===== config.mk =====
export PLATFORM = sky130hd
export DESIGN_NAME = sound_scheduler
export DESIGN_NICKNAME = d
export VERILOG_FILES = /design/src/rtl/sound_scheduler.sv
export SDC_FILE = /design/constraint.sdc
export NUM_CORES = 1
export LEC_CHECK = 0
export CAP_MARGIN = 20
export CORE_UTILIZATION = 30
export CTS_CLUSTER_SIZE = 20
export DETAILED_ROUTE_END_ITERATION = 6
export PLACE_DENSITY = 0.55
export RECOVER_POWER = 100
export SLEW_MARGIN = 40
export SYNTH_ARGS = -nofsm -noshare
export SYNTH_HDL_FRONTEND = slang
export SYNTH_SLANG_ARGS = --single-unit

===== constraint.sdc =====
create_clock -name clk -period 3.95 [get_ports clk]
set_input_delay 0.79 -clock clk [delete_from_list [all_inputs] [get_ports clk]]
set_output_delay 0.79 -clock clk [all_outputs]
set_load 0.01 [all_outputs]

===== src/rtl/sound_scheduler.sv =====
// Event scheduler in front of the sound generator: queues failure/success/eat/tick
// requests and forwards them one at a time, each occupying a frame-counted slot.
module sound_scheduler #(
    parameter int DUR_FAIL = 25,
    parameter int DUR_SUCC = 25,
    parameter int DUR_EAT  = 25,
    parameter int DUR_TICK = 2
) (
    input  logic clk,
    input  logic rst,
    input  logic vsync_pulse,
    input  logic mute,
    input  logic failure,
    input  logic success,
    input  logic eat,
    input  logic tick,
    output logic snd_failure,
    output logic snd_success,
    output logic snd_eat,
    output logic snd_tick,
    output logic busy
);

    localparam logic [0:0] ST_IDLE = 1'b0;
    localparam logic [0:0] ST_PLAY = 1'b1;

    localparam logic [1:0] C_TICK = 2'd0;
    localparam logic [1:0] C_EAT  = 2'd1;
    localparam logic [1:0] C_SUCC = 2'd2;
    localparam logic [1:0] C_FAIL = 2'd3;

    logic [0:0] state_reg, state_next;
    logic [1:0] cur_reg, cur_next;
    logic [4:0] timer_reg, timer_next;
    logic       pend_fail_reg, pend_fail_next;
    logic       pend_succ_reg, pend_succ_next;
    logic       pend_tick_reg, pend_tick_next;
    logic [1:0] eat_cnt_reg, eat_cnt_next;
    logic       prev_vsync_reg;
    logic [3:0] snd_reg, snd_next;

    logic       vs_edge;
    logic       idle;
    logic       pf_c, ps_c, pt_c;
    logic [2:0] eat_sum, eat_left;
    logic       others_any;
    logic       any_pend;
    logic [1:0] sel;
    logic       preempt_ok;
    logic       dispatch;
    logic [4:0] dur_sel;

    assign vs_edge = vsync_pulse & ~prev_vsync_reg;
    assign idle    = (state_reg == ST_IDLE);

    // Requests of this cycle are merged with the queue before dispatch looks at it.
    assign pf_c       = pend_fail_reg | failure;
    assign ps_c       = ~failure & (pend_succ_reg | success);
    assign eat_sum    = failure ? 3'd0 : ({1'b0, eat_cnt_reg} + {2'b00, eat});
    assign others_any = pend_fail_reg | pend_succ_reg | (eat_cnt_reg != 2'd0)
                      | failure | success | eat;
    assign pt_c       = ~failure & (pend_tick_reg | (tick & idle & ~others_any));
    assign any_pend   = pf_c | ps_c | (eat_sum != 3'd0) | pt_c;

    always_comb begin
        sel = C_TICK;
        if (pf_c) begin
            sel = C_FAIL;
        end else if (ps_c) begin
            sel = C_SUCC;
        end else if (eat_sum != 3'd0) begin
            sel = C_EAT;
        end
    end

    always_comb begin
        dur_sel = 5'(DUR_TICK);
        case (sel)
            C_FAIL:  dur_sel = 5'(DUR_FAIL);
            C_SUCC:  dur_sel = 5'(DUR_SUCC);
            C_EAT:   dur_sel = 5'(DUR_EAT);
            default: dur_sel = 5'(DUR_TICK);
        endcase
    end

    // Only tick/eat can be interrupted; holding off while a pulse is out keeps pulses 2 cycles apart.
    assign preempt_ok = ~idle & ~cur_reg[1] & (pf_c | ps_c) & ~(|snd_reg);
    assign dispatch   = ~mute & ((idle & any_pend) | preempt_ok);

    assign eat_left = eat_sum - {2'b00, (dispatch && (sel == C_EAT))};

    generate
        for (genvar gi = 0; gi < 4; gi++) begin : g_snd
            assign snd_next[gi] = dispatch && (sel == 2'(gi));
        end
    endgenerate

    always_comb begin
        state_next     = state_reg;
        cur_next       = cur_reg;
        timer_next     = timer_reg;
        pend_fail_next = pf_c & ~(dispatch && (sel == C_FAIL));
        pend_succ_next = ps_c & ~(dispatch && (sel == C_SUCC));
        pend_tick_next = pt_c & ~(dispatch && (sel == C_TICK));
        eat_cnt_next   = (eat_left > 3'd3) ? 2'd3 : eat_left[1:0];
        if (mute) begin
            state_next     = ST_IDLE;
            timer_next     = 5'd0;
            pend_fail_next = 1'b0;
            pend_succ_next = 1'b0;
            pend_tick_next = 1'b0;
            eat_cnt_next   = 2'd0;
        end else if (dispatch) begin
            state_next = ST_PLAY;
            timer_next = dur_sel;
            cur_next   = sel;
        end else if (!idle && vs_edge) begin
            if (timer_reg <= 5'd1) begin
                state_next = ST_IDLE;
                timer_next = 5'd0;
            end else begin
                timer_next = timer_reg - 5'd1;
            end
        end
    end

    always_ff @(posedge clk) begin
        if (rst) begin
            state_reg      <= ST_IDLE;
            cur_reg        <= 2'd0;
            timer_reg      <= 5'd0;
            pend_fail_reg  <= 1'b0;
            pend_succ_reg  <= 1'b0;
            pend_tick_reg  <= 1'b0;
            eat_cnt_reg    <= 2'd0;
            prev_vsync_reg <= 1'b0;
            snd_reg        <= 4'd0;
        end else begin
            state_reg      <= state_next;
            cur_reg        <= cur_next;
            timer_reg      <= timer_next;
            pend_fail_reg  <= pend_fail_next;
            pend_succ_reg  <= pend_succ_next;
            pend_tick_reg  <= pend_tick_next;
            eat_cnt_reg    <= eat_cnt_next;
            prev_vsync_reg <= vsync_pulse;
            snd_reg        <= snd_next;
        end
    end

    assign snd_tick    = snd_reg[0];
    assign snd_eat     = snd_reg[1];
    assign snd_success = snd_reg[2];
    assign snd_failure = snd_reg[3];
    assign busy        = (state_reg == ST_PLAY);

endmodule


==> results of run 1 <==
[per-layer routing]
layer,routed length (µm),vias to the layer above
met5,0,-
met4,48,0
met3,154,5
met2,993,43
met1,1040,426
li1,-,440
[tightest hold or removal path: cells and delay by family (launching register included)]
family / cells / cell delay, ns
flip-flops: 1 / 0.38
buffers and inverters: 1 / 0.07
AO/OA/AOI/OAI: 1 / 0.07
[through the flow]
| stage | hold WS, ns | cell area (µm²) |
|---|---|---|
| floorplan | 0.485 | 970 |
| global placement | 0.546 | 1140 |
| detailed placement | 0.547 | 1140 |
| CTS | 0.565 | 1170 |
| global route | 0.591 | 1150 |
| finish | 0.561 | 1150 |
[cell type report]
| type | count | share of cell area [%] |
|---|---|---|
| inverters | 6 | 1.97 |
| clock inverters | 1 | 0.437 |
| multi-input cells | 82 | 50.0 |
| repair buffers | 13 | 11.1 |
| well taps | 44 | 4.80 |
| clock buffers | 3 | 1.97 |
| flip-flops and latches | 17 | 29.7 |
[synth_stat cells, types with 2 or more instances]
library cell,number
nand4_1,2
a31oi_1,2
a211oi_1,3
dfxtp_1,17
nor3_1,9
nand3_1,3
clkbuf_1,2
nand2_1,6
a22oi_1,2
ha_1,6
a21oi_1,4
o21ai_0,3
nor2_1,10
or2_2,2
nor4_1,2
o32ai_1,2
inv_1,6
[layout by cell type, fill, tap and decap left out, types with 2 or more instances in the layout]
master and instances:
nor2_1 10, a21oi_1 4, clkbuf_4 3, inv_1 6, dfxtp_1 17, clkdlybuf4s50_1 5
nor3_1 9, nand2_1 6, a31oi_1 2, a22oi_1 2, dlygate4sd3_1 7, nand4_1 2
ha_1 6, o21ai_0 3, nand3_1 3, o32ai_1 2, nor4_1 3, or2_2 2
a211oi_1 3
[cells by family after synthesis]
group	count (synthesis)	share of synthesized area, %
AO/OA/AOI/OAI	27	22.7
adder cells (fa/ha/maj)	6	7.74
buffers and inverters	9	3.48
AND/OR/NAND/NOR	47	29.2
flip-flops	17	35.1
XOR/XNOR	2	1.81
[final timing paths]
check / startpoint / endpoint
max: eat / eat_cnt_reg[1]
min: pend_fail_reg / pend_succ_reg
max reg2reg: eat_cnt_reg[0] / eat_cnt_reg[1]
min reg2reg: pend_fail_reg / pend_succ_reg
[power by group through the flow]
| stage | clock network (mW) | logic, mW | registers [mW] |
|---|---|---|---|
| 2_1_floorplan | 0 | 0.0559 | 0.190 |
| 3_3_place_gp | 0 | 0.0814 | 0.192 |
| 3_5_place_dp | 0 | 0.0805 | 0.193 |
| 4_1_cts | 0.0987 | 0.0811 | 0.189 |
| 5_1_grt | 0.109 | 0.0861 | 0.190 |
| 6_report | 0.0995 | 0.0782 | 0.189 |
==> summary.txt, run 1 <==
Floorplan
  • Starting Density: between 30% and 40%
  • Ports: 13
  • Die area: 3460 µm²
  • Std-Cell Rows: 20
  • Chip width: 58.9 µm
  • Die H: 58.9 µm
  • Core area: ~3100 µm²

Drt
  • Drt total wl: 2.23 mm
  • Residual DRC count: 0
  • TritonRoute pass-1 iters: 4
  • Vias per cell: 5.51
  • Initial drt markers: 53
  • DR vias: 914
  • Routed Antenna Nets: 0
  • Drt wl/cell: 13.5 µm

Worst setup path
  • CP top delay family: adder cells
  • R2r setup slk: 1.28 ns
  • FF-to-FF path depth: 10
  • CP peak stage delay: 0.57 ns
  • Critical-path maximum fanout: 5
  • Worst Setup Path Type: in2reg
  • WP depth: 11
  • CP Launch Type: input port
  • Most used cell along the critical path: ha_1
  • Crit. End Element: flip-flop
  • WP data arrival: 3.62 ns
  • CP bufs+invs: 1
  • Crit-path slowest cell: dlygate4sd3_1
  • Critical Path RT: 4.15 ns
  • CP Cell Sequence: dlygate4sd3_1, ha_1, ha_1, or3_1, or2_0, o21ai_2, nor3_1, ha_1, ha_1, xnor2_1, a21oi_1

Clocking
  • H-tree depth: 1
  • Max clock buf depth: 2
  • CTS sink cnt: 17
  • Clock transition at path regs: 0.11 ns
  • Post-CTS Setup Inserts: 0
  • CTS Buf Count: 3
  • Post_cts resized: 0
  • Hold_buf cts: 0
  • CTS tree: yes
  • Worst-Skew Late Latency: roughly 0.31 ns
  • Root Buffer: clkbuf_4

Timing
  • Crit share post-route: 86.6%
  • Fin. max-slew vios: 0
  • # setup viols final: 0
  • Slew @ Worst Pin: 0.721 ns
  • Max Freq: 292 MHz
  • Clock skew: 0.00716 ns
  • Unrepaired setup endpoints after global routing: no
  • TNS Setup: 0 ns
  • Final hold vios: 0
  • Post-route worst setup slack: 0.531 ns
  • Slew HR: 51.5%
  • Final min period: 3.42 ns

Layout
  • Ant. Diodes: 0
  • Layout Nets: between 100 and 150
  • Multi-input logic area: 573 µm²
  • Final Util: a little under two fifths
  • Area grow syn2layout: 18.2%
  • Final std cells w/o fill: 166
  • Share of cells above drive strength 1: between 10 and 15%
  • Sequential Area: approximately 340 µm²
  • Fill cells: 328
  • Max FFs per register: 5

Global route
  • M3 GR Usage: 2.20%
  • Pin count of the biggest net entering global routing: 11
  • Vias in the first global route: 793
  • Met1 usage: 20.4%
  • Gr busiest metal: met2
  • Total grt overflow: 0
  • Initial antenna violation count: 0
  • Met2 global-route usage: 20.5%
  • First-pass GRT wire length: 3.69 mm
  • Overall Global Routing Usage: 14.4%

Power
  • PwrDens: 320 nW/µm²
  • Switching power: 0.115 mW
  • Power share of the combinational group: 21.4%
  • Leakage power: 0.433 nW
  • Internal power: 0.251 mW
  • Seq pwr share: 51.5%
  • Sw frac: 31.5%
  • Worst IR Drop VDD: 0.167 mV
  • Power Total: 0.366 mW
  • Clock share of power: 27.2%

Logic synthesis
  • Share of the synthesized area in the top cell type: 35.1%
  • Post-Synthesis Cells: 108
  • #FFs+latches synth: 17
  • Synth area leader: dfxtp_1
  • Syn_nets: 122
  • Async set-reset flop share out of synthesis: 0%
  • Register area share after synthesis: 35.1%
  • Syn avg cell area: 8.98 µm²
  • Ranking of synthesized cells by area: dfxtp_1, ha_1, nor3_1, nor2_1, a211oi_1
  • Mapped cell area: 970 µm²
  • Number of flops mapped to enable cells by yosys: 0
  • Top_reg_cell synth: dfxtp_1
  • Cell variety after synth: 44
  • Yosys warns: 0

Placement
  • Placed insts: 162
  • Post-detail-place hpwl: 1.73 mm
  • RD Place Congestion: 0.854
  • Port Buffer Count: 12
  • Placement Setup Slack: around 0.31 ns

Flow run
  • Max Cap Viol: 0

Worst hold path
  • Hold WC Path Type: reg2reg
  • Worst hold stages: 2

Outcome
  • Outcome: finished clean
(Power assumes the default switching activity.)
==> run 2: changes to the inputs <==
--- a/config.mk
+++ b/config.mk
@@ -6,10 +6,10 @@
 export NUM_CORES = 1
 export LEC_CHECK = 0
 export CAP_MARGIN = 20
-export CORE_UTILIZATION = 30
+export CORE_UTILIZATION = 27
 export CTS_CLUSTER_SIZE = 20
 export DETAILED_ROUTE_END_ITERATION = 6
-export PLACE_DENSITY = 0.55
+export PLACE_DENSITY = 0.51
 export RECOVER_POWER = 100
 export SLEW_MARGIN = 40
 export SYNTH_ARGS = -nofsm -noshare
==> constraint.sdc (replaced) <==
create_clock -name clk -period 3.5 [get_ports clk]
set_input_delay 0.7 -clock clk [delete_from_list [all_inputs] [get_ports clk]]
set_output_delay 0.7 -clock clk [all_outputs]
set_load 0.01 [all_outputs]
==> summary.txt, run 2 (same netlist as run 1, synthesis figures left out) <==
Worst setup path
  • Critical-path maximum fanout: 5
  • Crit. End Element: flip-flop
  • WP data arrival: 3.36 ns
  • Worst Setup Path Type: in2reg
  • CP Launch Type: input port
  • Critical Path RT: 3.68 ns

Clocking
  • Hold_buf cts: 0
  • Worst-Skew Late Latency: 0.29 ns
  • Clock transition at path regs: 0.10 ns
  • Post-CTS Setup Inserts: 0
  • CTS tree: yes
  • Max clock buf depth: 2
  • CTS Buf Count: 3
  • CTS sink cnt: 17
  • Post_cts resized: 0
  • H-tree depth: 1
  • Root Buffer: clkbuf_4

Layout
  • Ant. Diodes: 0
  • Fill cells: 365
  • Commonest non-fill, non-tap cell in the layout: dfxtp_1
  • Multi-input logic area: 573 µm²
  • Layout Nets: about 140
  • Area grow syn2layout: 21.0%
  • Final Util: 34.6%
  • Share of cells above drive strength 1: 12.7%
  • Final std cells w/o fill: 172
  • Highest-count cells in the layout ignoring fill and taps: dfxtp_1, nor2_1, nor3_1
  • Sequential Area: 340 µm²
  • Max FFs per register: 5
  • Final Instance Area: 1170 µm²

Flow run
  • Max Cap Viol: 0

Timing
  • Final min period: about 3.2 ns
  • Slew @ Worst Pin: 0.683 ns
  • Slew HR: 54.0%
  • Max Freq: 314 MHz
  • TNS Setup: 0 ns
  • Final hold vios: 0
  • Clock skew: 0.00531 ns
  • Unrepaired setup endpoints after global routing: no
  • Fin. max-slew vios: 0
  • # setup viols final: 0
  • Crit share post-route: 90.9%

Global route
  • Initial antenna violation count: 0
  • Met1 usage: 19.5%
  • Pin count of the biggest net entering global routing: 11
  • Vias in the first global route: between 800 and 900
  • M3 GR Usage: approximately 2.5%
  • Total grt overflow: 0
  • Met2 global-route usage: 24.4%
  • First-pass GRT wire length: between 4 and 5 mm
  • Overall Global Routing Usage: 15.2%
  • Gr busiest metal: met2

Placement
  • Post-detail-place hpwl: approximately 1.9 mm
  • Placed insts: 168
  • Port Buffer Count: 12
  • RD Place Congestion: around 0.83
  • DP Area: 1170 µm²

Floorplan
  • Die H: 61.9 µm
  • Chip width: 61.9 µm
  • Starting Density: 28.6%
  • Ports: 13
  • Std-Cell Rows: 21
  • Core area: 3390 µm²
  • Die area: 3840 µm²

Drt
  • Vias per cell: 5.24
  • TritonRoute pass-1 iters: 4
  • DR vias: roughly 900
  • Routed Antenna Nets: 0
  • Initial drt markers: 16
  • Drt total wl: 2.37 mm
  • Residual DRC count: 0
  • Drt wl/cell: between 10 and 15 µm

Power
  • Worst IR Drop VDD: 0.140 mV
  • PwrDens: about 350 nW/µm²
  • Power Total: 0.412 mW
  • Leakage power: 0.447 nW

Worst hold path
  • Hold WC Path Type: reg2reg

Outcome
  • Outcome: finished clean
## run 2: stage by stage
| stage | hold WS (ns) | setup WS (ns) |
|---|---|---|
| 2_1_floorplan | 0.485 | 0.590 |
| 3_3_place_gp | 0.507 | 0.255 |
| 3_5_place_dp | 0.519 | 0.174 |
| 4_1_cts | 0.528 | 0.487 |
| 5_1_grt | 0.549 | 0.193 |
| 6_report | 0.526 | 0.320 |
## run 2: worst max-delay path, stage by stage
cell and delay [ns]:
dlygate4sd3_1 0.57, ha_1 0.22, ha_1 0.28, or3_1 0.33, or2_0 0.30, o21ai_2 0.17
nor3_1 0.08, ha_1 0.22, ha_1 0.21, xnor2_1 0.20, a21oi_1 0.09
## run 2: report_power, final
part	switching, mW	internal [mW]
Clock	0.0620	0.0444
Combinational	0.0515	0.0414
Sequential	0.0108	0.202
Total	0.124	0.288
## run 2: cell type report
type	instances	share of cell area [%]
inverter	6	1.92
multi-input combinational	82	48.8
tap	46	4.90
clock buffer	4	2.24
timing repair buffer	17	13.1
sequential	17	29.0
## run 2: final timing paths
| check | start | endpoint | slack [ns] | depth (start not counted) |
|---|---|---|---|---|
| max | eat | eat_cnt_reg[1] | 0.32 | 11 |
| min | pend_fail_reg | pend_succ_reg | 0.53 | 2 |
| max reg2reg | eat_cnt_reg[0] | eat_cnt_reg[1] | 1.00 | 10 |
| min reg2reg | pend_fail_reg | pend_succ_reg | 0.53 | 2 |
## run 2: routing by layer
metal  vias up  share of wire, %  routed length (µm)
li1        445                 -                   -
met1       424                48                1130
met2        26                45                1080
met3         7               4.0                  94
met4         0               3.1                  74
met5         -                 0                   0
==> run 3: changes to the inputs <==
--- a/config.mk
+++ b/config.mk
@@ -11,7 +11,7 @@
 export DETAILED_ROUTE_END_ITERATION = 6
 export PLACE_DENSITY = 0.51
 export RECOVER_POWER = 100
-export SLEW_MARGIN = 40
+export SLEW_MARGIN = 10
 export SYNTH_ARGS = -nofsm -noshare
 export SYNTH_HDL_FRONTEND = slang
 export SYNTH_SLANG_ARGS = --single-unit
==> results of run 3 <==
Final layout, timing and power as in run 2 (identical DEF).
